File: src/rtl/vvp_acc_if.sv
// Handshake bundle between the vvp sequencer, the accumulator and the result consumer.
// The slave modport is the accumulator side; master is the upstream/downstream environment.
interface vvp_acc_if #(
    parameter int SW   = 8,
    parameter int ACCW = 32
);
    logic            s_valid;
    logic            s_ready;
    logic [SW-1:0]   s_data;
    logic            o_valid;
    logic            o_ready;
    logic [ACCW-1:0] o_data;

    modport master (
        output s_valid, s_data, o_ready,
        input  s_ready, o_valid, o_data
    );

    modport slave (
        input  s_valid, s_data, o_ready,
        output s_ready, o_valid, o_data
    );
endinterface

File: src/rtl/vvp_acc.sv
// Shift-accumulates the signed per-plane partial sums of one vvp instance into a
// full-precision dot product, emitting one result per cfg_tiles groups of P beats.
module vvp_acc #(
    parameter int n       = 64,
    parameter int WBITS   = 2,
    parameter int DPLANES = 2,
    parameter int TW      = 8,
    parameter int ACCW    = 32,
    localparam int SW     = $clog2(n) + 2
) (
    input  logic          clk,
    input  logic          rst_n,
    input  logic          clr_i,
    input  logic [TW-1:0] cfg_tiles_i,
    vvp_acc_if.slave      bus
);
    localparam int P   = WBITS * DPLANES;
    localparam int BW  = (P > 1) ? $clog2(P) : 1;
    localparam int SHW = 8;

    typedef enum logic [1:0] {
        IDLE,
        ACC,
        OUT
    } state_e;

    state_e          state_q, state_d;
    logic [ACCW-1:0] acc_q, acc_d;
    logic [ACCW-1:0] oData_q, oData_d;
    logic [BW-1:0]   beat_q, beat_d;
    logic [TW-1:0]   tile_q, tile_d;
    logic [TW-1:0]   tiles_q, tiles_d;
    logic            rdyEn_q;

    logic [BW-1:0]   beatEff;
    logic [TW-1:0]   tileEff;
    logic [TW-1:0]   tilesEff;
    logic [ACCW-1:0] accBase;
    logic [SHW-1:0]  shAmt;
    logic [ACCW-1:0] sExt;
    logic [ACCW-1:0] contrib;
    logic [ACCW-1:0] sum;
    logic            accept;
    logic            lastBeat;
    logic            lastTile;
    logic            finalBeat;

    // Holds s_ready low until the first edge after reset is released.
    always_ff @(posedge clk or negedge rst_n) begin
        if (!rst_n) begin
            rdyEn_q <= 1'b0;
        end else begin
            rdyEn_q <= 1'b1;
        end
    end

    always_ff @(posedge clk or negedge rst_n) begin
        if (!rst_n) begin
            state_q <= IDLE;
        end else begin
            state_q <= state_d;
        end
    end

    always_comb begin
        state_d = state_q;
        if (clr_i) begin
            state_d = IDLE;
        end else begin
            case (state_q)
                IDLE, ACC: begin
                    if (accept) begin
                        state_d = finalBeat ? OUT : ACC;
                    end
                end
                OUT: begin
                    if (bus.o_ready) begin
                        state_d = IDLE;
                    end
                end
                default: state_d = IDLE;
            endcase
        end
    end

    always_comb begin
        bus.s_ready = 1'b0;
        bus.o_valid = 1'b0;
        case (state_q)
            IDLE, ACC: bus.s_ready = rdyEn_q;
            OUT:       bus.o_valid = 1'b1;
            default:   ;
        endcase
    end

    assign bus.o_data = oData_q;
    assign accept     = bus.s_valid && bus.s_ready;

    // In IDLE the incoming beat is treated as beat 0 of tile 0 on an empty accumulator,
    // so the first beat and every later beat share one datapath.
    always_comb begin
        beatEff   = (state_q == IDLE) ? '0 : beat_q;
        tileEff   = (state_q == IDLE) ? '0 : tile_q;
        tilesEff  = tiles_q;
        if (state_q == IDLE) begin
            tilesEff = (cfg_tiles_i == '0) ? TW'(1) : cfg_tiles_i;
        end
        accBase   = (state_q == IDLE) ? '0 : acc_q;
        shAmt     = SHW'((int'(beatEff) % WBITS) + 2 * (int'(beatEff) / WBITS));
        sExt      = {{(ACCW-SW){bus.s_data[SW-1]}}, bus.s_data};
        contrib   = sExt << shAmt;
        sum       = accBase + contrib;
        lastBeat  = (beatEff == BW'(P - 1));
        lastTile  = (tileEff == tilesEff - TW'(1));
        finalBeat = accept && lastBeat && lastTile;
    end

    always_comb begin
        acc_d   = acc_q;
        beat_d  = beat_q;
        tile_d  = tile_q;
        tiles_d = tiles_q;
        oData_d = oData_q;
        if (clr_i) begin
            acc_d  = '0;
            beat_d = '0;
            tile_d = '0;
        end else if (accept) begin
            acc_d   = sum;
            tiles_d = tilesEff;
            if (lastBeat) begin
                beat_d = '0;
                tile_d = lastTile ? '0 : tileEff + TW'(1);
            end else begin
                beat_d = beatEff + BW'(1);
                tile_d = tileEff;
            end
            if (finalBeat) begin
                oData_d = sum;
                acc_d   = '0;
            end
        end
    end

    always_ff @(posedge clk or negedge rst_n) begin
        if (!rst_n) begin
            acc_q   <= '0;
            oData_q <= '0;
            beat_q  <= '0;
            tile_q  <= '0;
            tiles_q <= '0;
        end else begin
            acc_q   <= acc_d;
            oData_q <= oData_d;
            beat_q  <= beat_d;
            tile_q  <= tile_d;
            tiles_q <= tiles_d;
        end
    end
endmodule

File: src/flat_wrapper.sv
// flat-port wrapper written by rule: the top's interface ports become plain ports
module vvp_acc_flat 
#(
    parameter int n       = 64,
    parameter int WBITS   = 2,
    parameter int DPLANES = 2,
    parameter int TW      = 8,
    parameter int ACCW    = 32,
    localparam int SW     = $clog2(n) + 2
)
  (clk, rst_n, clr_i, cfg_tiles_i, bus_s_valid, bus_s_data, bus_o_ready, bus_s_ready, bus_o_valid, bus_o_data);
  vvp_acc_if #(.SW(8), .ACCW(ACCW)) bus_i ();
  input  logic clk;
  input  logic rst_n;
  input  logic clr_i;
  input  logic [TW-1:0] cfg_tiles_i;
  input wire logic [$bits(bus_i.s_valid)-1:0] bus_s_valid;
  input wire logic [$bits(bus_i.s_data)-1:0] bus_s_data;
  input wire logic [$bits(bus_i.o_ready)-1:0] bus_o_ready;
  output wire logic [$bits(bus_i.s_ready)-1:0] bus_s_ready;
  output wire logic [$bits(bus_i.o_valid)-1:0] bus_o_valid;
  output wire logic [$bits(bus_i.o_data)-1:0] bus_o_data;
  assign bus_i.s_valid = bus_s_valid;
  assign bus_i.s_data = bus_s_data;
  assign bus_i.o_ready = bus_o_ready;
  assign bus_s_ready = bus_i.s_ready;
  assign bus_o_valid = bus_i.o_valid;
  assign bus_o_data = bus_i.o_data;
  vvp_acc #(.n(n), .WBITS(WBITS), .DPLANES(DPLANES), .TW(TW), .ACCW(ACCW)) u_core (.clk(clk), .rst_n(rst_n), .clr_i(clr_i), .cfg_tiles_i(cfg_tiles_i), .bus(bus_i));
endmodule
File: config.mk
export PLATFORM = sky130hd
export DESIGN_NAME = vvp_acc_flat
export DESIGN_NICKNAME = d
export VERILOG_FILES = /design/src/rtl/vvp_acc_if.sv /design/src/rtl/vvp_acc.sv /design/src/flat_wrapper.sv
export SDC_FILE = /design/constraint.sdc
export NUM_CORES = 1
export LEC_CHECK = 0
export ABC_CLOCK_PERIOD_IN_PS = 6200
export CORE_ASPECT_RATIO = 1.1
export CORE_UTILIZATION = 60
export DETAILED_ROUTE_END_ITERATION = 8
export PLACE_DENSITY = 0.83
export SLEW_MARGIN = 20
export SYNTH_ARGS = -nofsm -noshare
export SYNTH_HDL_FRONTEND = slang
export SYNTH_SLANG_ARGS = --single-unit
export TNS_END_PERCENT = 50
File: constraint.sdc
create_clock -name clk -period 6.2 [get_ports clk]
set_input_delay 0.62 -clock clk [delete_from_list [all_inputs] [get_ports clk]]
set_output_delay 0.62 -clock clk [all_outputs]
set_load 0.02 [all_outputs]
# --- Word level (Yosys, flattened, before mapping) ---
# Index checks and enable logic that the tools add are counted.
word_totals:
  inputBits: 21
  word_cells: 52
  register_bits: 85
classes:
  shifts: 1
  n_bitwise: 1
  add_sub_neg: 5
  muxes: 22
  n_eq_ne: 6
  n_reduce_logical: 10
ops:
  columns: ["cell", "n"]
  rows:
  - ["2-to-1 mux 32 bit", 4]
  - ["2-to-1 mux 8 bit", 7]
  - ["adder 32 bit", 1]
  - ["<< shifter 32 x 8 -> 32 bit", 1]
  - ["2-to-1 mux 2 bit", 8]
  - ["adder 8 x 1 -> 8 bit, second input constant", 1]
  - ["equality test 8 bit", 1]
  - ["zero test 8 bit", 1]
  - ["subtractor 8 x 1 -> 8 bit, second input constant", 1]
  - ["equality test 2 bit, second input constant", 2]
  - ["case mux 2 bit (2 select lines)", 1]
  - ["AND reduction 2 bit", 2]
  - ["adder 1 x 2 -> 3 bit", 1]
  - ["logical AND 1 bit", 3]
  - ["inequality test 3 x 2 -> 1 bit, second input constant", 1]
  - ["inequality test 3 bit, second input constant", 1]
  - ["AND reduction 3 bit", 1]
  - ["adder 2 x 1 -> 2 bit, second input constant", 1]
  - ["equality test 2 x 1 -> 1 bit, second input constant", 1]
  - ["zero test 2 bit", 1]
  - ["2-to-1 mux 1 bit", 2]
  - ["nonzero test 2 bit", 1]
  - ["OR reduction 2 bit", 1]
  - ["NOT 1 bit", 1]

# --- Logic depth before layout (Yosys ltp) ---
depth:
  ltp_word: 10
  mapped_depth: 18
  depth_no_buf: 14

# --- Worst setup path after synthesis ---
# Ideal clock, no wire load.
synth_timing:
  path_kind: "register to register"
  startpoint: "register u_core.state_q[0]"
  endpoint: "register u_core.oData_q[26] (netlist: u_core.bus.o_data[26])"
  setup_ns: 0.125
  slack_ns: 1.920
  period_less_slack_ns: 4.280
  t_arrival_ns: 4.155
  path_stages_with_launch: 19
  path_buffers: 4
  path_cell_list: "dfrtp_1 buf_6 or2_1 clkbuf_1 buf_2 nand2_1 clkbuf_1 mux2_2 nand2_1 o21ai_0 ha_1 and2_1 and3_1 a211oi_1 o41ai_1 o21ai_0 o21ai_0 xor2_1 mux2_2"
synth_via:
  elab_chain_len: 7
  elab_cells_between_ends: 18
  classes_between: "3 x add/sub; 3 x eq/ne; 1 x shift; 5 x mux; 6 x reduce/logical"
synth_lines:
  columns: ["item", "line_no", "text"]
  rows:
  - ["from (decl)", "vvp_acc.sv:27", "state_e state_q, state_d;"]
  - ["from (signal assigned)", "vvp_acc.sv:61", "state_q <= state_d;"]
  - ["parallel branches: the longest is 7 deep, another holds adder 32 bit", null, null]
  - ["to (signal assigned)", "vvp_acc.sv:154", "oData_q <= oData_d;"]
  - ["to (decl)", "vvp_acc.sv:29", "logic [ACCW-1:0] oData_q, oData_d;"]
# Several ways; the timed one is not identified.
# A chain may end at the register's enable or synchronous reset.

# --- Worst setup path after layout ---
layout_timing:
  startpoint: "register u_core.state_q[0]"
  endpoint: "register u_core.oData_q[30] (netlist: u_core.bus.o_data[30])"
# Same word-level chain as after synthesis.

==> flow_summary.json <==
{
  "status": "completed",
  "power_mw": 1.24,
  "gr-total-overflow": 0,
  "crit_chain": "or2_1, buf_4, and3_1, a211oi_1, a21oi_1, ha_1, nand2_1, o21ai_0, a211oi_1, o41ai_1, o21ai_0, o31ai_1, xor2_1, mux2_4",
  "clockBufferDepth": 2,
  "synth_seq_cells": 85,
  "post-route-period-util": 0.780,
  "final_antenna_net_count": 0,
  "drc": 0,
  "core.rowCount": 37,
  "yosys-top-cells-area": "dfrtp_1, ha_1, mux2_4",
  "antenna_found_initial": 0,
  "grt_pass1_vias": 4889,
  "hold_violations": 0,
  "fmax_mhz": 207,
  "critPathSlowestCell": "o41ai_1",
  "end_kind": "flop",
  "p_leak_nw": 3.20,
  "synth_area_um2": 5920,
  "worst_pin_slew_ps": 940,
  "async_flop_share": 1.00,
  "crit_path_start_kind": "flop",
  "clk_pin_slew_ps": 90,
  "ctsHoldBuffers": 0,
  "cts_htree_levels": 3,
  "final_common_cell": "dfrtp_1",
  "grt_usage": 0.274,
  "crit_fanout": 49,
  "final_core_util": 0.705,
  "hp-class": "in2async",
  "netSwitchingPower_mw": 0.369,
  "layout.nets": 700,
  "grt_pass1_wl_mm": 22.9,
  "crit_type": "reg2reg",
  "synth_nets": 657,
  "power_frac_seq": 0.484,
  "die_h_um": 106,
  "worst_slack_ps": 1370,
  "ir_drop_v": 0.000112,
  "clock-root-buffer": "clkbuf_8",
  "pin_count": 55,
  "yosys_most_used_dff": "dfrtp_1",
  "grt_max_degree": 86,
  "die_x_um": 96.7,
  "drive_above_1_share": 0.102,
  "power_frac_comb": 0.177,
  "postCtsSetupBuffers": 0,
  "antenna_cells": 0,
  "coreArea_um2": 9490,
  "max_stage_delay_ps": 650,
  "final_cells": 767,
  "finalSetupTns_ps": 0,
  "syn2layout_area_growth_pct": 13.0,
  "wire_per_inst_um": 17.9,
  "arrival_ps": 5090,
  "powerDensity_nw_per_um2": 185,
  "switching_share": 0.298,
  "required_ps": 6460,
  "drv_slew": 0,
  "yosysTopAreaCell": "dfrtp_1",
  "period_minus_slack_ps": 4830,
  "relSlewSlack": 0.372,
  "clock_power_share": 0.339,
  "initial_core_util": 0.624,
  "post_cts_resize_count": 0,
  "numPortBuffers": 54,
  "vias": 4822,
  "path_buf_inv": 1,
  "wirelength_mm": 13.7,
  "ys_seq_area_frac": 0.359,
  "worst_clock_skew_ps": 11.9,
  "synth_cell_types": 59,
  "place_ws_ps": 1680,
  "synth_top_area_share": 0.359,
  "rsz0062_at_grt": "no",
  "cts_inserted_buffers": 9,
  "crit_family": "compound AO/OA/AOI/OAI gates",
  "syn_area_per_cell_um2": 9.84,
  "cts_tree": "yes",
  "fin_area_um2": 6690,
  "post_dp_cell_area_um2": 6480,
  "clock_latency_ps": 370,
  "cell_internal_pwr_mw": 0.870,
  "clkSinkCount": 85,
  "die_area_um2": 10300,
  "first_iter_violations": 249,
  "syn_inst": 602,
  "mostFrequentLayoutCells": "dfrtp_1, clkdlybuf4s50_1, nand2_1, and2_1, a21oi_1",
  "setup_viol": 0,
  "routabilityCongestion": 0.906,
  "whs_ps": 278,
  "synth_warnings": 0,
  "drtPass1Iterations": 4,
  "avgViaCountPerCell": 6.29,
  "drv_cap": 0,
  "synth_edf_count": 0,
  "placed_cells": 751,
  "dp_hpwl_mm": 9.37
}
==> cell usage after synthesis (all sizes together), types with 13 or more instances <==
cell type and number:
o21ai 35, xnor2 24, ha 33, and2 39, nand2 46, inv 17
clkbuf 15, nand3 14, mux2 38, a21oi 39, a21o 13, a22o 32
nor2 30, dfrtp 85, xor2 19
==> registers in the layout (all words and copies together) (netlist names) <==
register and count:
u_core.acc_q 32, u_core.bus.o_data 32, u_core.tile_q 8, u_core.tiles_q 8, u_core.beat_q 2, u_core.state_q 2, u_core.rdyEn_q 1
==> cells by family (layout without fill, tap and decap cells) <==
kind of cell,Yosys count,after routing,share of synthesized area
adders and majority gates,34,34,0.0731
buffers and inverters,42,90,0.0361
and+or+nand+nor,170,170,0.149
DFF,85,85,0.359
xor gates and xnor gates,44,44,0.0674
other,1,1,0.000633
AOI/OAI and AO/OA,177,177,0.208
muxes,49,49,0.106
==> final timing paths <==
kind / startpoint / cells past startpoint / slack [ps] / to
worst max-delay path: u_core.state_q[0] / 14 / 1370 / u_core.bus.o_data[30]
max in group asynchronous: rst_n / 1 / 5360 / u_core.acc_q[10]
worst min register to register: u_core.acc_q[27] / 2 / 480 / u_core.acc_q[27]
worst min-delay path: rst_n / 1 / 280 / u_core.tiles_q[5]
worst max register to register: u_core.state_q[0] / 14 / 1370 / u_core.bus.o_data[30]
min in group clk: u_core.acc_q[27] / 2 / 480 / u_core.acc_q[27]
==> area by class of cell <==
cell class	count	area [µm²]
Sequential cell	85	2130
Clock inverter	6	70.1
Clock buffer	10	138
Timing Repair Buffer	57	564
Tap cell	117	146
Fill cell	743	2800
Multi-Input combinational cell	475	3580
Inverter	17	63.8
==> layer usage <==
layer  global-route usage  wire, µm  share of wire  vias to the layer above
met2                0.464      6850           0.50                      129
met5                    0         0              0                        -
met3               0.0401       538          0.039                       30
li1                     -         -              -                     2288
met4                0.108       278          0.020                        0
met1                0.354      6030           0.44                     2375
==> power groups by stage <==
stage	clock [mW]	combinational [mW]	sequential [mW]
5_1_grt	0.447	0.243	0.603
3_3_place_gp	0	0.212	0.611
4_1_cts	0.429	0.219	0.600
3_5_place_dp	0	0.217	0.610
2_1_floorplan	0	0.155	0.603
6_report	0.420	0.219	0.600
==> worst reg2reg max path: cells and delay by family (launching register included) <==
kind                       cells  cell delay, ps
AOI/OAI and AO/OA              7            2470
and+or+nand+nor                3             660
DFF                            1             500
adders and majority gates      1             370
buffers and inverters          1             290
muxes                          1             290
xor gates and xnor gates       1             150
Power figures use the tool's default switching activity.
